**src/rtl/b_resp_arbiter_if.sv**
```systemverilog
// B-response collector bundle: per-source show-ahead FIFO read sides plus the AXI B channel to the master.
// Latency: none, this is a wiring bundle only.
// Backpressure: BREADY from the master throttles the FIFO pops issued by the arbiter.
//
// Ports carried:
//   fifo_empty [NUM_SRC]           per-FIFO empty flag, bit i is FIFO i
//   fifo_BID   [NUM_SRC*ID_WIDTH]  front BID of FIFO i at [i*ID_WIDTH +: ID_WIDTH]
//   fifo_BRESP [NUM_SRC*2]         front BRESP of FIFO i at [i*2 +: 2]
//   fifo_pop   [NUM_SRC]           one-hot pop strobe back to the FIFOs
//   BID/BRESP/BVALID/BREADY        AXI B channel toward the master
//   grant_idx  [3]                 source index of the response held in the output slot
//   err_cnt/err_clr                error-response counter, only with B_ERR_CNT_EN defined
//
// Modport "master" is the arbiter's view (it masters the FIFO pops and drives the B channel);
// modport "slave" is the surrounding FIFOs plus the AXI master.

interface b_resp_arbiter_if #(
    parameter int ID_WIDTH = 4,
    parameter int NUM_SRC  = 2
);
    logic [NUM_SRC-1:0]          fifo_empty;
    logic [NUM_SRC*ID_WIDTH-1:0] fifo_BID;
    logic [NUM_SRC*2-1:0]        fifo_BRESP;
    logic [NUM_SRC-1:0]          fifo_pop;
    logic [ID_WIDTH-1:0]         BID;
    logic [1:0]                  BRESP;
    logic                        BVALID;
    logic                        BREADY;
    logic [2:0]                  grant_idx;
`ifdef B_ERR_CNT_EN
    logic [15:0]                 err_cnt;
    logic                        err_clr;

    modport master (
        input  fifo_empty, fifo_BID, fifo_BRESP, BREADY, err_clr,
        output fifo_pop, BID, BRESP, BVALID, grant_idx, err_cnt
    );

    modport slave (
        output fifo_empty, fifo_BID, fifo_BRESP, BREADY, err_clr,
        input  fifo_pop, BID, BRESP, BVALID, grant_idx, err_cnt
    );
`else
    modport master (
        input  fifo_empty, fifo_BID, fifo_BRESP, BREADY,
        output fifo_pop, BID, BRESP, BVALID, grant_idx
    );

    modport slave (
        output fifo_empty, fifo_BID, fifo_BRESP, BREADY,
        input  fifo_pop, BID, BRESP, BVALID, grant_idx
    );
`endif

endinterface

```
**src/rtl/b_resp_arbiter.sv**
```systemverilog
// Round-robin collector draining up to NUM_SRC show-ahead B-response FIFOs into one AXI B channel.
// Latency: 1 cycle from FIFO front to BVALID; 1 response/cycle sustained while BREADY is held high.
// Backpressure: a full output slot with BREADY low blocks all pops and freezes priority rotation.
//
// Ports:
//   clk   master-domain clock
//   nrst  asynchronous active-low reset; also forces fifo_pop low immediately
//   bus   b_resp_arbiter_if.master (FIFO read sides + AXI B channel + grant_idx)
//
// Parameters: ID_WIDTH (BID width), NUM_SRC (1..8 source FIFOs).
// Optional macro B_ERR_CNT_EN: adds a saturating 16-bit count of SLVERR/DECERR handshakes
// (bus.err_cnt) with a synchronous clear (bus.err_clr). Without it the counter does not exist.

module b_resp_arbiter #(
    parameter int ID_WIDTH = 4,
    parameter int NUM_SRC  = 2
) (
    input  logic              clk,
    input  logic              nrst,
    b_resp_arbiter_if.master  bus
);

    localparam logic [2:0] LAST_RST = 3'(NUM_SRC - 1);

    // Output slot
    logic                bvalid_q;
    logic [ID_WIDTH-1:0] bid_q;
    logic [1:0]          bresp_q;
    logic [2:0]          grant_idx_q;

    // Index of the most recently popped source; the search starts just after it.
    logic [2:0]          last_q;

    // Arbitration
    logic                hi_any;
    logic [2:0]          hi_sel;
    logic                lo_any;
    logic [2:0]          lo_sel;
    logic                grant_any;
    logic [2:0]          grant_sel;
    logic [NUM_SRC-1:0]  grant;
    logic                load_en;
    logic                pop_any;
    logic [ID_WIDTH-1:0] sel_bid;
    logic [1:0]          sel_bresp;

    // The slot can take a new response when empty or when it is being drained this cycle.
    assign load_en = !bvalid_q || bus.BREADY;

    // Round-robin search without a modulo: the winner is the lowest-numbered requester
    // above last_q; if there is none the search has wrapped, so take the lowest-numbered
    // requester overall (which may be last_q itself when it is the only one).
    always_comb begin
        hi_any = 1'b0;
        hi_sel = '0;
        lo_any = 1'b0;
        lo_sel = '0;
        for (int i = NUM_SRC - 1; i >= 0; i--) begin
            if (!bus.fifo_empty[i]) begin
                lo_any = 1'b1;
                lo_sel = 3'(i);
                if (3'(i) > last_q) begin
                    hi_any = 1'b1;
                    hi_sel = 3'(i);
                end
            end
        end
        grant_any = hi_any || lo_any;
        grant_sel = hi_any ? hi_sel : lo_sel;
    end

    always_comb begin
        grant     = '0;
        sel_bid   = '0;
        sel_bresp = '0;
        for (int i = 0; i < NUM_SRC; i++) begin
            if (grant_any && (3'(i) == grant_sel)) begin
                grant[i] = 1'b1;
            end
            if (3'(i) == grant_sel) begin
                sel_bid   = bus.fifo_BID[i*ID_WIDTH +: ID_WIDTH];
                sel_bresp = bus.fifo_BRESP[i*2 +: 2];
            end
        end
    end

    assign pop_any = grant_any && load_en;

    // Gated by nrst directly so the pop drops the moment reset asserts, not at the next edge.
    assign bus.fifo_pop = nrst ? (grant & {NUM_SRC{load_en}}) : '0;

    always_ff @(posedge clk or negedge nrst) begin
        if (!nrst) begin
            bvalid_q    <= 1'b0;
            bid_q       <= '0;
            bresp_q     <= '0;
            grant_idx_q <= '0;
            last_q      <= LAST_RST;
        end else if (pop_any) begin
            bvalid_q    <= 1'b1;
            bid_q       <= sel_bid;
            bresp_q     <= sel_bresp;
            grant_idx_q <= grant_sel;
            last_q      <= grant_sel;
        end else if (bvalid_q && bus.BREADY) begin
            // Slot drained with nothing to refill it; BID/BRESP keep stale values.
            bvalid_q    <= 1'b0;
        end
    end

    assign bus.BVALID    = bvalid_q;
    assign bus.BID       = bid_q;
    assign bus.BRESP     = bresp_q;
    assign bus.grant_idx = grant_idx_q;

`ifdef B_ERR_CNT_EN
    logic [15:0] err_q;
    logic        err_hit;

    // BRESP[1] set covers both SLVERR and DECERR.
    assign err_hit = bvalid_q && bus.BREADY && bresp_q[1];

    always_ff @(posedge clk or negedge nrst) begin
        if (!nrst) begin
            err_q <= '0;
        end else if (bus.err_clr) begin
            // Clear wins over a coincident error.
            err_q <= '0;
        end else if (err_hit && (err_q != 16'hFFFF)) begin
            err_q <= err_q + 16'd1;
        end
    end

    assign bus.err_cnt = err_q;
`endif

    // Structural invariants of the pop strobe.
    a_pop_onehot : assert property (@(posedge clk) disable iff (!nrst)
        $onehot0(bus.fifo_pop));
    a_pop_nonempty : assert property (@(posedge clk) disable iff (!nrst)
        ((bus.fifo_pop & bus.fifo_empty) == '0));

endmodule

```
**src/flat_wrapper.sv**
```systemverilog
// flat-port wrapper written by rule: the top's interface ports become plain ports
module b_resp_arbiter_flat 
#(
    parameter int ID_WIDTH = 4,
    parameter int NUM_SRC  = 2
)
  (clk, nrst, bus_fifo_empty, bus_fifo_BID, bus_fifo_BRESP, bus_BREADY, bus_fifo_pop, bus_BID, bus_BRESP, bus_BVALID, bus_grant_idx);
  b_resp_arbiter_if #(.ID_WIDTH(ID_WIDTH), .NUM_SRC(NUM_SRC)) bus_i ();
  input  logic clk;
  input  logic nrst;
  input wire logic [$bits(bus_i.fifo_empty)-1:0] bus_fifo_empty;
  input wire logic [$bits(bus_i.fifo_BID)-1:0] bus_fifo_BID;
  input wire logic [$bits(bus_i.fifo_BRESP)-1:0] bus_fifo_BRESP;
  input wire logic [$bits(bus_i.BREADY)-1:0] bus_BREADY;
  output wire logic [$bits(bus_i.fifo_pop)-1:0] bus_fifo_pop;
  output wire logic [$bits(bus_i.BID)-1:0] bus_BID;
  output wire logic [$bits(bus_i.BRESP)-1:0] bus_BRESP;
  output wire logic [$bits(bus_i.BVALID)-1:0] bus_BVALID;
  output wire logic [$bits(bus_i.grant_idx)-1:0] bus_grant_idx;
  assign bus_i.fifo_empty = bus_fifo_empty;
  assign bus_i.fifo_BID = bus_fifo_BID;
  assign bus_i.fifo_BRESP = bus_fifo_BRESP;
  assign bus_i.BREADY = bus_BREADY;
  assign bus_fifo_pop = bus_i.fifo_pop;
  assign bus_BID = bus_i.BID;
  assign bus_BRESP = bus_i.BRESP;
  assign bus_BVALID = bus_i.BVALID;
  assign bus_grant_idx = bus_i.grant_idx;
  b_resp_arbiter #(.ID_WIDTH(ID_WIDTH), .NUM_SRC(NUM_SRC)) u_core (.clk(clk), .nrst(nrst), .bus(bus_i));
endmodule
```
**config.mk**
```make
export PLATFORM = sky130hd
export DESIGN_NAME = b_resp_arbiter_flat
export DESIGN_NICKNAME = d
export VERILOG_FILES = /design/src/rtl/b_resp_arbiter_if.sv /design/src/rtl/b_resp_arbiter.sv /design/src/flat_wrapper.sv
export SDC_FILE = /design/constraint.sdc
export NUM_CORES = 1
export LEC_CHECK = 0
export ABC_AREA = 1
export CAP_MARGIN = 20
export CORE_UTILIZATION = 35
export CTS_CLUSTER_SIZE = 25
export DETAILED_ROUTE_END_ITERATION = 12
export PLACE_DENSITY = 0.73
export SYNTH_ARGS = -nofsm -noshare
export SYNTH_HDL_FRONTEND = slang
export SYNTH_SLANG_ARGS = --single-unit
```
**constraint.sdc**
```tcl
create_clock -name clk -period 1.4 [get_ports clk]
set_clock_uncertainty 0.15 [all_clocks]
set_input_delay 0.42 -clock clk [delete_from_list [all_inputs] [get_ports clk]]
set_output_delay 0.42 -clock clk [all_outputs]
set_load 0.01 [all_outputs]
```
Word level (Yosys, flattened, before mapping). Index checks and enable logic that the tools add are counted.

Register bits: 13. Latch bits: 0. Bits in writable memories: 0. Memory bits (read-only): 0. Input bits: 17. Output and inout bits: 12. Logic and storage cells: 40. Memories: 0.

Add/sub/neg operators: 0. Multiply operators: 0. Div/mod/pow operators: 0. Order comparisons: 2. Equality and inequality tests: 1. Shift operators: 0. Muxes and demuxes: 22. Bitwise logic cells: 1. Reductions and logical operators: 9.

Operator list (number): 1-bit 2-to-1 mux (13); 3-bit 2-to-1 mux (4); 4-bit 2-to-1 mux (2); 1-bit by 3-bit > comparator with 1-bit output (first input constant) (2); 2-bit 2-to-1 mux (3); 1-bit logical AND (4); 1-bit by 3-bit == test with 1-bit output (first input constant) (1); 3-bit zero test (1); 2-bit bitwise AND (1); 1-bit logical OR (2); 2-bit nonzero test (1); 1-bit zero test (1).

Longest topological paths before layout.
Word-level depth: 11. Depth in mapped cells: 5. Depth with buffers taken out: 5.

Worst setup path after synthesis. No wires, ideal clock.

Kind: reg-to-output. Start point: register u_core.last_q[0]. End point: output bus_fifo_pop[0]. Arrival time: 0.895 ns. Data required time: 0.830 ns. Slack: -0.065 ns. Stages on the path, launching flop included: 5. Path buffers: 0. Path through: dfstp_2 > inv_2 > nand2_4 > nand2_2 > nor3_2.

Cells in the longest elaborated chain, start to end: 11. Elaborated cells on any way between the ends: 17. Classes of those cells: order compare: 2; mux: 11; bitwise: 1; reduce/logical: 3.

RTL lines: start: declaration (RTL line b_resp_arbiter.sv:32) `logic [2:0] last_q;`; start signal: assignment (RTL line b_resp_arbiter.sv:104) `last_q <= grant_sel;`; 1-bit by 3-bit > comparator with 1-bit output (RTL line b_resp_arbiter.sv:62) `if (3'(i) > last_q) begin`; 1-bit 2-to-1 mux (RTL line b_resp_arbiter.sv:62); 3-bit 2-to-1 mux / 1-bit 2-to-1 mux (equally long branches) (RTL line b_resp_arbiter.sv:59) `if (!bus.fifo_empty[i]) begin`; 3-bit 2-to-1 mux / 1-bit 2-to-1 mux (equally long branches) (RTL line b_resp_arbiter.sv:62); 3-bit 2-to-1 mux / 1-bit 2-to-1 mux (equally long branches) (RTL line b_resp_arbiter.sv:59); 3-bit 2-to-1 mux (RTL line b_resp_arbiter.sv:69) `grant_sel = hi_any ? hi_sel : lo_sel;`; 3-bit zero test (RTL line b_resp_arbiter.sv:77) `if (grant_any && (3'(i) == grant_sel)) begin`; 1-bit logical AND (*) (RTL line b_resp_arbiter.sv:77); 1-bit 2-to-1 mux (*) (RTL line b_resp_arbiter.sv:77); 2-bit bitwise AND (*) (RTL line b_resp_arbiter.sv:90) `assign bus.fifo_pop = nrst ? (grant & {NUM_SRC{load_en}}) : '0;`; 2-bit 2-to-1 mux (*) (RTL line b_resp_arbiter.sv:90); end: declaration (RTL line flat_wrapper.sv:15) `output wire logic [$bits(bus_i.fifo_pop)-1:0] bus_fifo_pop;`.

Every way passes the cells marked *; elsewhere a longest branch is shown, timed or not.

Worst setup path in the final report. Same ends and word-level chain as after synthesis.

==> impl_metrics.ini <==
[worst_setup_path]
path_cells = inv_2, nand2_4, nand2_4, nor3_4, buf_2
cp_common_cell = nand2_4
crit_fanout = 2
crit_path_top_delay_cell = dfstp_2
timing.rr.start = u_core.last_q[0]
cp_data_arrival_time_ns = 1.20
crit_type = register to output pin
path_buf_inv = 2
endpoint_kind = output pin
crit_path_start = u_core.last_q[0]
worstPathRequired_ns = 0.83
crit_path_max_incr_delay_ns = 0.54
critPathLaunchType = register
critPathTopFamily = flip-flops

[sta]
slew_violations = 0
rsz0062_at_grt = yes
max_freq_ghz = 0.565
min_period_ns = 1.77
tns_ns = -0.789
setup_violations = 3
finalHoldViolCount = 0
post-route-period-util_pct = 127
worst_slack_ns = -0.371

[cells_and_area]
final_common_cell = buf_4
layout.cells.non_filler = 140
drive_gt1_share_pct = 46.0
fin_nets = 142
final_cell_mix = buf_4, nand2_1, inv_1
antennaDiodeCount = 0
synthToLayoutAreaGrowth_pct = 71.0

[clocking]
clock_sinks = 9
clk_path_buf_depth = 2
ctsRootBufferMaster = clkbuf_4
htreeDepth = 1
cts_tree = built
cts.reportedPaths.clkPinSlew_ns = 0.06
numCtsBuffers = 3
clock_latency_ns = 0.25

[routing]
drtIter0Drc = 11
drc_errors = 6
viasPerCell = 4.49
totalWireLength_um = 1480
vias = 628
drt_first_pass_iters = 8
final_antenna_net_count = 0
wl_per_cell_um = 10.5

[floorplan]
fp-row-count = 14
initial_utilization_pct = 38.8
fp.dieH_um = 43.6
core_region_area_um2 = 1560
io_pins = 29
dieWidth_um = 43.6
die_area_um2 = 1900

[yosys]
synth_top_area_share_pct = 33.1
ys_ff_latch = 9
yosys-top-cells-area = dfrtp_1, nand3_1, nand3_2
synth_cell_types = 16
synth_top_area_cell = dfrtp_1
yosysSeqAreaShare_pct = 37.5
synth_area_um2 = 604
yosysWarnings = 0
synthCells = 77
syn_avg_cell_area_um2 = 7.85

[placed_design]
numPortBuffers = 26
gp_congestion = 0.695
placedCellCount = 129
dp_hpwl_um = 1090

[outcome]
outcome = finished with violations
violations = DRC, setup timing

[grt]
grt_max_degree = 10
antenna_found_initial = 0
grt_pass1_wl_um = 2520
grt_overflow = 0
grt_pass1_vias = 598
grt.total_usage_pct = 18.1

[power_and_ir_drop]
power_density_nw_per_um2 = 853
p_leak_uw = 0.000583
irDropWorstVdd_mv = 0.730

[worst_hold_path]
hp-class = input port to async pin

[job]
maxCapViolCount = 0
==> cell usage after synthesis, drive strengths merged <==
cell type  count
buf            2
conb           1
dfrtp          8
dfstp          1
inv           19
nand2         23
nand3         18
nor2           3
nor3           1
o21ai          1
==> where the power goes <==
| group | internal, uW | switching [uW] | leakage (uW) |
|---|---|---|---|
| combinational | 189 | 174 | 0.000464 |
| clock | 109 | 83.5 | 0.0000150 |
| sequential | 305 | 20.9 | 0.000104 |
==> what timing repair did <==
action | 4_1_cts | 5_1_grt
setup endpoints to repair | 17 | 3
resized for setup | 48 | 2
pin swaps | 2 | 1
hold buffers | 0 | 0
buffers inserted | 4 | 3
==> path summary, 6_finish.rpt <==
check	depth (start not counted)	end	slack (ns)
max	5	bus_fifo_pop[0]	-0.37
min	2	u_core.bus.BID[0]	0.09
max reg2reg	7	u_core.bus.BRESP[0]	0.08
min reg2reg	2	u_core.bus.grant_idx[0]	0.32
max in group asynchronous	2	u_core.last_q[0]	0.79
min in group clk	2	u_core.bus.grant_idx[0]	0.32
==> cells by family (layout without fill, tap and decap cells) <==
family / Yosys count / in the layout / synth area share [%]
AND/OR/NAND/NOR: 45 / 45 / 45.8
other: 1 / 2 / 0.621
flip-flops: 9 / 9 / 37.5
AO/OA/AOI/OAI: 1 / 1 / 1.45
buffers and inverters: 21 / 67 / 14.7
==> cell type report <==
class	count	area [um^2]
Fill cell	151	526
Timing Repair Buffer	44	370
Multi-Input combinational cell	48	317
Sequential cell	9	226
Inverter	19	73.8
Clock buffer	4	26.3
Tap cell	16	20.0
==> metrics by stage <==
stage / total power (uW) / util [%] / setup WS, ns / cell area (um^2) / hold WS [ns]
after floorplan: 495 / - / -0.0299 / 629 / -0.0256
after global placement: 684 / 63.5 / -0.986 / 990 / 0.315
after detailed placement: 687 / 63.5 / -0.992 / 990 / 0.315
after CTS: 866 / 64.6 / -0.379 / 1010 / 0.0906
after global routing: 946 / 66.3 / -0.450 / 1030 / 0.0892
final: 882 / 66.3 / -0.371 / 1030 / 0.0893
==> flip-flops by register name (all words and copies together) (netlist names) <==
name and flops:
u_core.bus.BRESP 2, u_core.bus.grant_idx 1, u_core.bus.BID 4, u_core.last_q 1, u_core.bus.BVALID 1
==> worst register-to-register path: cells and delay by family (launching register included) <==
kind	cells	cell delay, ns
buffers and inverters	3	0.27
flip-flops	1	0.54
AND/OR/NAND/NOR	4	0.25
==> metal layers <==
layer | share of wire [%] | wire (um) | up-vias | GRT usage (%)
li1 | - | - | 321 | -
met1 | 43 | 629 | 282 | 22.8
met2 | 49 | 730 | 23 | 29.9
met3 | 7.2 | 106 | 2 | 5.42
met4 | 0.68 | 10 | 0 | 5.63
met5 | 0 | 0 | - | 0
No activity file was read; power rests on OpenSTA's default activity.
